[config.mk]
export PLATFORM = sky130hd
export DESIGN_NAME = mem_bus_arbiter
export DESIGN_NICKNAME = d
export VERILOG_FILES = /design/src/rtl/mem_bus_arbiter.sv
export SDC_FILE = /design/constraint.sdc
export NUM_CORES = 1
export LEC_CHECK = 0
export ABC_AREA = 1
export CAP_MARGIN = 25
export CORE_MARGIN = 2
export CORE_UTILIZATION = 56
export DETAILED_ROUTE_END_ITERATION = 16
export DONT_BUFFER_PORTS = 1
export GPL_ROUTABILITY_DRIVEN = 0
export PLACE_DENSITY_LB_ADDON = 0.1
export SLEW_MARGIN = 20
export SYNTH_ARGS = -nofsm -noshare
export SYNTH_HDL_FRONTEND = slang
export SYNTH_SLANG_ARGS = --single-unit
export TNS_END_PERCENT = 100
[constraint.sdc]
create_clock -name clk -period 1.19 [get_ports clk]
set_input_delay 0.119 -clock clk [delete_from_list [all_inputs] [get_ports clk]]
set_output_delay 0.119 -clock clk [all_outputs]
set_load 0.02 [all_outputs]
[src/rtl/mem_bus_arbiter.sv]
// mem_bus_arbiter: shares one memory port between the CPU control FSM and a
// debug/loader port. Round-robin on ties, registered bus outputs, wait-state
// counting, one-cycle ack to the owner and a CPU stall while its access pends.
module mem_bus_arbiter #(
    parameter int unsigned ADDR_W      = 16,
    parameter int unsigned DATA_W      = 8,
    parameter int unsigned WAIT_CYCLES = 1
) (
    input  logic              clk,
    input  logic              rst_n,
    input  logic              cpu_req_i,
    input  logic              cpu_we_i,
    input  logic [ADDR_W-1:0] cpu_addr_i,
    input  logic [DATA_W-1:0] cpu_wdata_i,
    output logic [DATA_W-1:0] cpu_rdata_o,
    output logic              cpu_ack_o,
    output logic              cpu_stall_o,
    input  logic              dbg_req_i,
    input  logic              dbg_we_i,
    input  logic [ADDR_W-1:0] dbg_addr_i,
    input  logic [DATA_W-1:0] dbg_wdata_i,
    output logic [DATA_W-1:0] dbg_rdata_o,
    output logic              dbg_gnt_o,
    output logic              dbg_ack_o,
    output logic [ADDR_W-1:0] mem_addr_o,
    output logic [DATA_W-1:0] mem_wdata_o,
    output logic              mem_en_o,
    output logic              mem_we_o,
    input  logic [DATA_W-1:0] mem_rdata_i
);

    localparam int unsigned CNT_W = (WAIT_CYCLES == 0) ? 1 : $clog2(WAIT_CYCLES + 1);
    localparam logic OWN_CPU = 1'b0;
    localparam logic OWN_DBG = 1'b1;

    typedef enum logic [1:0] {
        ST_IDLE   = 2'd0,
        ST_ACCESS = 2'd1,
        ST_RESP   = 2'd2
    } state_e;

    state_e             state_q, state_d;
    logic               owner_q, owner_d;
    logic               last_owner_q, last_owner_d;
    logic               owner_we_q, owner_we_d;
    logic [CNT_W-1:0]   cnt_q, cnt_d;
    logic [ADDR_W-1:0]  mem_addr_q, mem_addr_d;
    logic [DATA_W-1:0]  mem_wdata_q, mem_wdata_d;
    logic [DATA_W-1:0]  cpu_rdata_q, cpu_rdata_d;
    logic [DATA_W-1:0]  dbg_rdata_q, dbg_rdata_d;
    logic               mem_en_q, mem_en_d;
    logic               mem_we_q, mem_we_d;
    logic               cpu_ack_q, cpu_ack_d;
    logic               dbg_ack_q, dbg_ack_d;
    logic               dbg_gnt_q, dbg_gnt_d;
    logic               pick_dbg;

    // State and bus registers; reset aborts any access in flight.
    always_ff @(posedge clk or negedge rst_n) begin
        if (!rst_n) begin
            state_q      <= ST_IDLE;
            owner_q      <= OWN_CPU;
            last_owner_q <= OWN_DBG;
            owner_we_q   <= 1'b0;
            cnt_q        <= '0;
            mem_addr_q   <= '0;
            mem_wdata_q  <= '0;
            cpu_rdata_q  <= '0;
            dbg_rdata_q  <= '0;
            mem_en_q     <= 1'b0;
            mem_we_q     <= 1'b0;
            cpu_ack_q    <= 1'b0;
            dbg_ack_q    <= 1'b0;
            dbg_gnt_q    <= 1'b0;
        end else begin
            state_q      <= state_d;
            owner_q      <= owner_d;
            last_owner_q <= last_owner_d;
            owner_we_q   <= owner_we_d;
            cnt_q        <= cnt_d;
            mem_addr_q   <= mem_addr_d;
            mem_wdata_q  <= mem_wdata_d;
            cpu_rdata_q  <= cpu_rdata_d;
            dbg_rdata_q  <= dbg_rdata_d;
            mem_en_q     <= mem_en_d;
            mem_we_q     <= mem_we_d;
            cpu_ack_q    <= cpu_ack_d;
            dbg_ack_q    <= dbg_ack_d;
            dbg_gnt_q    <= dbg_gnt_d;
        end
    end

    // Arbitration, wait-state counting and next values of all registered outputs.
    always_comb begin
        state_d      = state_q;
        owner_d      = owner_q;
        last_owner_d = last_owner_q;
        owner_we_d   = owner_we_q;
        cnt_d        = cnt_q;
        mem_addr_d   = mem_addr_q;
        mem_wdata_d  = mem_wdata_q;
        cpu_rdata_d  = cpu_rdata_q;
        dbg_rdata_d  = dbg_rdata_q;
        mem_en_d     = mem_en_q;
        mem_we_d     = mem_we_q;
        cpu_ack_d    = 1'b0;
        dbg_ack_d    = 1'b0;
        dbg_gnt_d    = dbg_gnt_q;
        // Debug wins when alone, or on a tie when the CPU had the last turn.
        pick_dbg     = dbg_req_i & (~cpu_req_i | (last_owner_q == OWN_CPU));

        unique case (state_q)
            ST_IDLE: begin
                if (cpu_req_i || dbg_req_i) begin
                    state_d      = ST_ACCESS;
                    owner_d      = pick_dbg ? OWN_DBG : OWN_CPU;
                    last_owner_d = pick_dbg ? OWN_DBG : OWN_CPU;
                    owner_we_d   = pick_dbg ? dbg_we_i : cpu_we_i;
                    mem_addr_d   = pick_dbg ? dbg_addr_i : cpu_addr_i;
                    mem_wdata_d  = pick_dbg ? dbg_wdata_i : cpu_wdata_i;
                    cnt_d        = CNT_W'(WAIT_CYCLES);
                    mem_en_d     = 1'b1;
                    mem_we_d     = pick_dbg ? dbg_we_i : cpu_we_i;
                    dbg_gnt_d    = pick_dbg;
                end
            end
            ST_ACCESS: begin
                if (cnt_q == '0) begin
                    state_d  = ST_RESP;
                    mem_en_d = 1'b0;
                    mem_we_d = 1'b0;
                    if (owner_q == OWN_DBG) begin
                        dbg_ack_d = 1'b1;
                        if (!owner_we_q) dbg_rdata_d = mem_rdata_i;
                    end else begin
                        cpu_ack_d = 1'b1;
                        if (!owner_we_q) cpu_rdata_d = mem_rdata_i;
                    end
                end else begin
                    cnt_d = cnt_q - CNT_W'(1);
                end
            end
            ST_RESP: begin
                state_d   = ST_IDLE;
                dbg_gnt_d = 1'b0;
            end
            default: begin
                state_d   = ST_IDLE;
                mem_en_d  = 1'b0;
                mem_we_d  = 1'b0;
                dbg_gnt_d = 1'b0;
            end
        endcase
    end

    assign cpu_rdata_o = cpu_rdata_q;
    assign cpu_ack_o   = cpu_ack_q;
    assign dbg_rdata_o = dbg_rdata_q;
    assign dbg_gnt_o   = dbg_gnt_q;
    assign dbg_ack_o   = dbg_ack_q;
    assign mem_addr_o  = mem_addr_q;
    assign mem_wdata_o = mem_wdata_q;
    assign mem_en_o    = mem_en_q;
    assign mem_we_o    = mem_we_q;

    // CPU FSM holds its state until the ack cycle.
    assign cpu_stall_o = cpu_req_i & ~cpu_ack_q;

endmodule

==> results of run 1 <==
[routing by layer]
metal	track usage	wire, um	vias up
met5	0	0	-
met1	0.2875	2523	942
li1	-	-	1046
met2	0.3759	2734	76
met4	0.05241	87	0
met3	0.06695	349	10
[flip-flops by register name, summed over array words and instances (netlist names), 2 cells and up]
| register | cells |
|---|---|
| mem_addr_o | 16 |
| state_q | 2 |
| cpu_rdata_o | 8 |
| dbg_rdata_o | 8 |
| mem_wdata_o | 8 |
[cell usage after synthesis (all sizes together)]
library cell	instances	area, um^2
nand2	120	455.4
inv	55	206.4
nand3	54	280.3
dfrtp	50	1251
nand4	16	100.1
buf	14	90.08
nor2	8	52.55
o21ai	4	20.01
clkbuf	2	7.510
nor3	2	10.01
dfstp	1	26.28
[through the flow]
stage	setup TNS [ns]	power, uW
finish	-0.006374	8184
CTS	0	7971
global route	-1.115	8797
global placement	0	6760
floorplan	0	6037
detailed placement	0	6875
[worst register-to-register path: stages, from the launching register on]
cell	delay (ns)
dfrtp_1	0.43
inv_2	0.11
nand2_2	0.08
nor2_4	0.17
buf_4	0.14
buf_4	0.09
o21ai_0	0.06
[logic make-up (layout without fill, tap and decap cells)]
family	after synthesis	count (layout)	share of synthesized area
flip-flops	51	51	0.5110
AO/OA/AOI/OAI	4	4	0.008004
AND/OR/NAND/NOR	200	200	0.3594
buffers and inverters	71	92	0.1216
[report_power, final]
| part | internal, uW | switching, uW | total (uW) |
|---|---|---|---|
| Sequential | 2620 | 1600 | 4210 |
| Clock | 531 | 544 | 1080 |
| Combinational | 1210 | 1690 | 2900 |
[final cells by class]
| class | count | area (um^2) | area share |
|---|---|---|---|
| Sequential cell | 51 | 1277 | 0.4405 |
| Multi-Input combinational cell | 204 | 945.9 | 0.3261 |
| Timing Repair Buffer | 29 | 305.3 | 0.1053 |
| Inverter | 55 | 206.4 | 0.07118 |
| Clock buffer | 8 | 100.1 | 0.03451 |
| Tap cell | 52 | 65.06 | 0.02243 |
[what timing repair did]
item,4_1_cts,5_1_grt
gates cloned,0,3
gates resized for setup,1,6
pin swaps,0,1
endpoints found under the hold margin,67,51
setup buffers,0,4
endpoints found under the setup margin,1,27
[how the worst min path moves through the flow]
stage          slack, ns  startpoint  cells past startpoint              to
6_report           -0.50       rst_n                      0           cnt_q
5_1_grt            -0.52       rst_n                      0  mem_addr_o[10]
4_1_cts            -0.51       rst_n                      0      state_q[0]
3_5_place_dp       -0.18       rst_n                      0        mem_en_o
3_3_place_gp       -0.18       rst_n                      0   mem_addr_o[6]
2_1_floorplan      -0.18       rst_n                      0           cnt_q
==> results.json, run 1 <==
{
  "outcome": "finished with violations",
  "violations": "negative hold slack, negative setup slack",
  "syn_avg_cell_area_um2": 7.668,
  "slew-limit-headroom": 0.8284,
  "cts_tree": "built",
  "stdcell_area_mm2": 0.002900,
  "drtIter0Drc": 106,
  "layout-drive-gt1-share": 0.1153,
  "start_util": 0.5781,
  "syn_to_final_growth_pct": 16.02,
  "drt-total-wl_um": 5695,
  "ys_ff_latch": 51,
  "synth_cell_types": 18,
  "cts_hold_buf": 8,
  "fin_hold_ws_ns": -0.5001,
  "rr_startpoint": "state_q[0]",
  "cp_cell_sequence": "inv_2 > nand2_2 > nor2_4 > buf_4 > buf_4 > o21ai_0",
  "power_density_mw_per_mm2": 2822,
  "ctsRootBufferMaster": "clkbuf_8",
  "antenna_found_initial": 0,
  "start_kind": "flip-flop",
  "cp.required_ns": 1.37,
  "die-height_um": 70.82,
  "dpl.hpwl_um": 3849,
  "cts.sink_count": 51,
  "path_clk_slew_ns": 0.09,
  "cp-end-kind": "flip-flop",
  "cts_buffer_depth": 2,
  "die-area_mm2": 0.005015,
  "grt_max_degree": 52,
  "worst-path-stages": 6,
  "nFillCells": 376,
  "placed_cells": 376,
  "core-area_mm2": 0.004324,
  "crit_start": "state_q[0]",
  "r2r_end": "owner_q",
  "final_core_util": 0.6707,
  "viasPerCell": 5.198,
  "cap_violations": 0,
  "syn_nets": 388,
  "row_count": 24,
  "reg2reg_depth": 6,
  "period_minus_slack_ns": 1.196,
  "grt_pass1_wl_um": 9025,
  "drtPass1Iterations": 5,
  "cp-endpoint": "owner_q",
  "pre_cts_ws_ns": 0.02785,
  "synthCells": 326,
  "layout_commonest_cell": "nand2_1",
  "seq_area_frac_synth": 0.5110,
  "rsz0062_at_grt": "yes",
  "crit_slowest_cell": "dfrtp_1",
  "boundaryPins": 108,
  "cp.buffers_inverters": 3,
  "slew_violations": 0,
  "dr_total_vias": 2074,
  "max_stage_delay_ns": 0.43,
  "tightestPinTransition_ns": 0.2565,
  "synth_warnings": 0,
  "globalRouteTotalUtil": 0.2238,
  "numCtsBuffers": 5,
  "grt_overflow": 0,
  "crit_path_frequent_cell": "buf_4",
  "fin_crit_sh": 1.005,
  "layout_setup_ws_ns": -0.006374,
  "grt_pass1_vias": 1972,
  "peakVddDrop_mv": 1.137,
  "hold_violations": 51,
  "post_dp_cell_area_mm2": 0.002601,
  "path_delay_family": "flip-flops",
  "fin_nets": 408,
  "worstSetupPathType": "reg2reg",
  "crit_arrival_ns": 1.38,
  "critical_path.max_fanout": 4,
  "setup_viol": 1,
  "clock.fmax_mhz": 835.9,
  "syn-cell-area_mm2": 0.002500,
  "p_leak_uw": 0.001651,
  "cts_max_level": 2,
  "final_cells": 399,
  "die_w_um": 70.82,
  "routedWlPerCell_um": 14.27,
  "clock_latency_ns": 0.30,
  "mostFrequentLayoutCells": "nand2_1 (117), inv_1 (54), nand3_1 (52)",
  "postRouteAntennaNets": 0,
  "portBuffers": 0,
  "skew_ns": 0.01037,
  "ff2ff_setup_slack_ns": -0.006,
  "hp-class": "in2async",
  "drc": 0,
  "n_antenna_cell": 0
}
Note: power is estimated with default switching activity, not from simulation.
==> inputs of run 2 (changes only) <==
--- a/config.mk
+++ b/config.mk
@@ -7,7 +7,8 @@
 export LEC_CHECK = 0
 export ABC_AREA = 1
 export CAP_MARGIN = 25
-export CORE_MARGIN = 2
+export CORE_ASPECT_RATIO = 0.7
+export CORE_MARGIN = 1
 export CORE_UTILIZATION = 56
 export DETAILED_ROUTE_END_ITERATION = 16
 export DONT_BUFFER_PORTS = 1
==> results.json, run 2 (synthesis gave the netlist of run 1 again) <==
{
  "outcome": "finished with violations",
  "violations": "negative hold slack, negative setup slack",
  "post_dp_cell_area_mm2": 0.002661,
  "tns_ns": -0.02659,
  "p_int_uw": 4546,
  "final_cells": 396,
  "cp_cell_sequence": "nor2_4 > buf_4 > nand4_1 > nand2_1",
  "cts_max_level": 2,
  "fin_crit_sh": 1.012,
  "power_frac_seq": 0.494,
  "cp.buffers_inverters": 1,
  "cp.required_ns": 1.43,
  "drc": 0,
  "pre_cts_ws_ns": 0.03500,
  "crit_arrival_ns": 1.45,
  "grt_overflow": 0,
  "nFillCells": 320,
  "layout_setup_ws_ns": -0.01432,
  "cp-end-kind": "flip-flop",
  "die-area_mm2": 0.004739,
  "numCtsBuffers": 5,
  "reg2reg_depth": 4,
  "fin_nets": 406,
  "slew-limit-headroom": 0.7930,
  "drtIter0Drc": 171,
  "layout_commonest_cell": "nand2_1",
  "swShare": 0.4670,
  "slew_violations": 0,
  "row_count": 19,
  "max_stage_delay_ns": 0.43,
  "power_density_mw_per_mm2": 2905,
  "mostFrequentLayoutCells": "nand2_1 (115), inv_1 (53), nand3_1 (51)",
  "worstSetupPathType": "reg2reg",
  "portBuffers": 0,
  "setup_viol": 3,
  "p_leak_uw": 0.001639,
  "path_clk_slew_ns": 0.09,
  "power_switching_uw": 3983,
  "stdcell_area_mm2": 0.002937,
  "hp-class": "in2async",
  "peakVddDrop_mv": 1.678,
  "rr_startpoint": "cnt_q",
  "crit_slowest_cell": "dfrtp_1",
  "clkPwrFrac": 0.136,
  "dpl.hpwl_um": 4059,
  "placed_cells": 379,
  "path_delay_family": "simple AND/OR/NAND/NOR gates",
  "r2r_end": "cpu_rdata_o[4]",
  "dr_total_vias": 2096,
  "drt-total-wl_um": 5981,
  "start_util": 0.6114,
  "start_kind": "flip-flop",
  "clock.fmax_mhz": 830.3,
  "postRouteAntennaNets": 0,
  "clock_latency_ns": 0.30,
  "hold_violations": 51,
  "cts_buffer_depth": 2,
  "tightestPinTransition_ns": 0.3104,
  "grt_max_degree": 52,
  "cts.sink_count": 51,
  "p_comb_frac": 0.370,
  "antenna_found_initial": 0,
  "globalRouteTotalUtil": 0.2643,
  "rsz0062_at_grt": "yes",
  "core-area_mm2": 0.004089,
  "fin_hold_ws_ns": -0.4940,
  "layout-drive-gt1-share": 0.1279,
  "routedWlPerCell_um": 15.10,
  "viasPerCell": 5.293,
  "ctsRootBufferMaster": "clkbuf_8",
  "drtPass1Iterations": 4,
  "cap_violations": 0,
  "n_antenna_cell": 0,
  "cts_tree": "built",
  "critical_path.max_fanout": 8,
  "skew_ns": 0.008034,
  "ff2ff_setup_slack_ns": -0.01,
  "boundaryPins": 108,
  "die_w_um": 81.86,
  "grt_pass1_vias": 1948,
  "largest_reg_flops": 16,
  "period_minus_slack_ns": 1.204,
  "die-height_um": 57.90,
  "syn_to_final_growth_pct": 17.47,
  "grt_pass1_wl_um": 9252
}
-- run 2: routing by layer --
layer / up-vias / part of all wire / global-route usage
met2: 102 / 0.43 / 0.3660
met4: 0 / 0.011 / 0.08020
met5: - / 0 / 0
li1: 1045 / - / -
met3: 8 / 0.094 / 0.07717
met1: 941 / 0.46 / 0.3996
-- run 2: power by group through the flow --
stage | combinational [uW] | sequential [uW] | clock [uW]
2_1_floorplan | 1990 | 4050 | 0
3_3_place_gp | 2760 | 4210 | 0
3_5_place_dp | 2830 | 4210 | 0
4_1_cts | 2870 | 4200 | 1180
5_1_grt | 3530 | 4330 | 1240
6_report | 3160 | 4220 | 1160
-- run 2: how the worst max path moves through the flow --
| stage | startpoint | endpoint | cells past startpoint |
|---|---|---|---|
| after floorplan | last_owner_q | mem_addr_o[8] | 6 |
| after global placement | last_owner_q | mem_wdata_o[1] | 6 |
| after detailed placement | last_owner_q | mem_wdata_o[5] | 6 |
| after CTS | state_q[1] | mem_we_o | 5 |
| after global routing | state_q[0] | cpu_rdata_o[1] | 5 |
| final | cnt_q | cpu_rdata_o[4] | 4 |
-- run 2: timing repair --
item | in CTS | in global routing
hold buffers | 8 | 1
endpoints found under the setup margin | 6 | 45
endpoints found under the hold margin | 63 | 52
resized for setup | 3 | 16
pin swaps | 0 | 7
buffers inserted | 0 | 1
-- run 2: layout make-up --
| type | count | area, um^2 | area share |
|---|---|---|---|
| sequential | 51 | 1279 | 0.4355 |
| clock inverter | 2 | 37.54 | 0.01278 |
| timing repair buffer | 27 | 299.0 | 0.1018 |
| multi-input combinational | 204 | 980.9 | 0.3340 |
| clock buffer | 5 | 68.82 | 0.02343 |
| inverter | 55 | 206.4 | 0.07030 |
| tap | 52 | 65.06 | 0.02216 |
-- run 2: through the flow --
step                hold WS [ns]  power [uW]  utilization
finish                   -0.4940        8530       0.7182
global route             -0.5167        9102       0.7182
CTS                      -0.5036        8254       0.6983
detailed placement       -0.1757        7038       0.6509
global placement         -0.1757        6964       0.6509
floorplan                -0.1766        6037            -
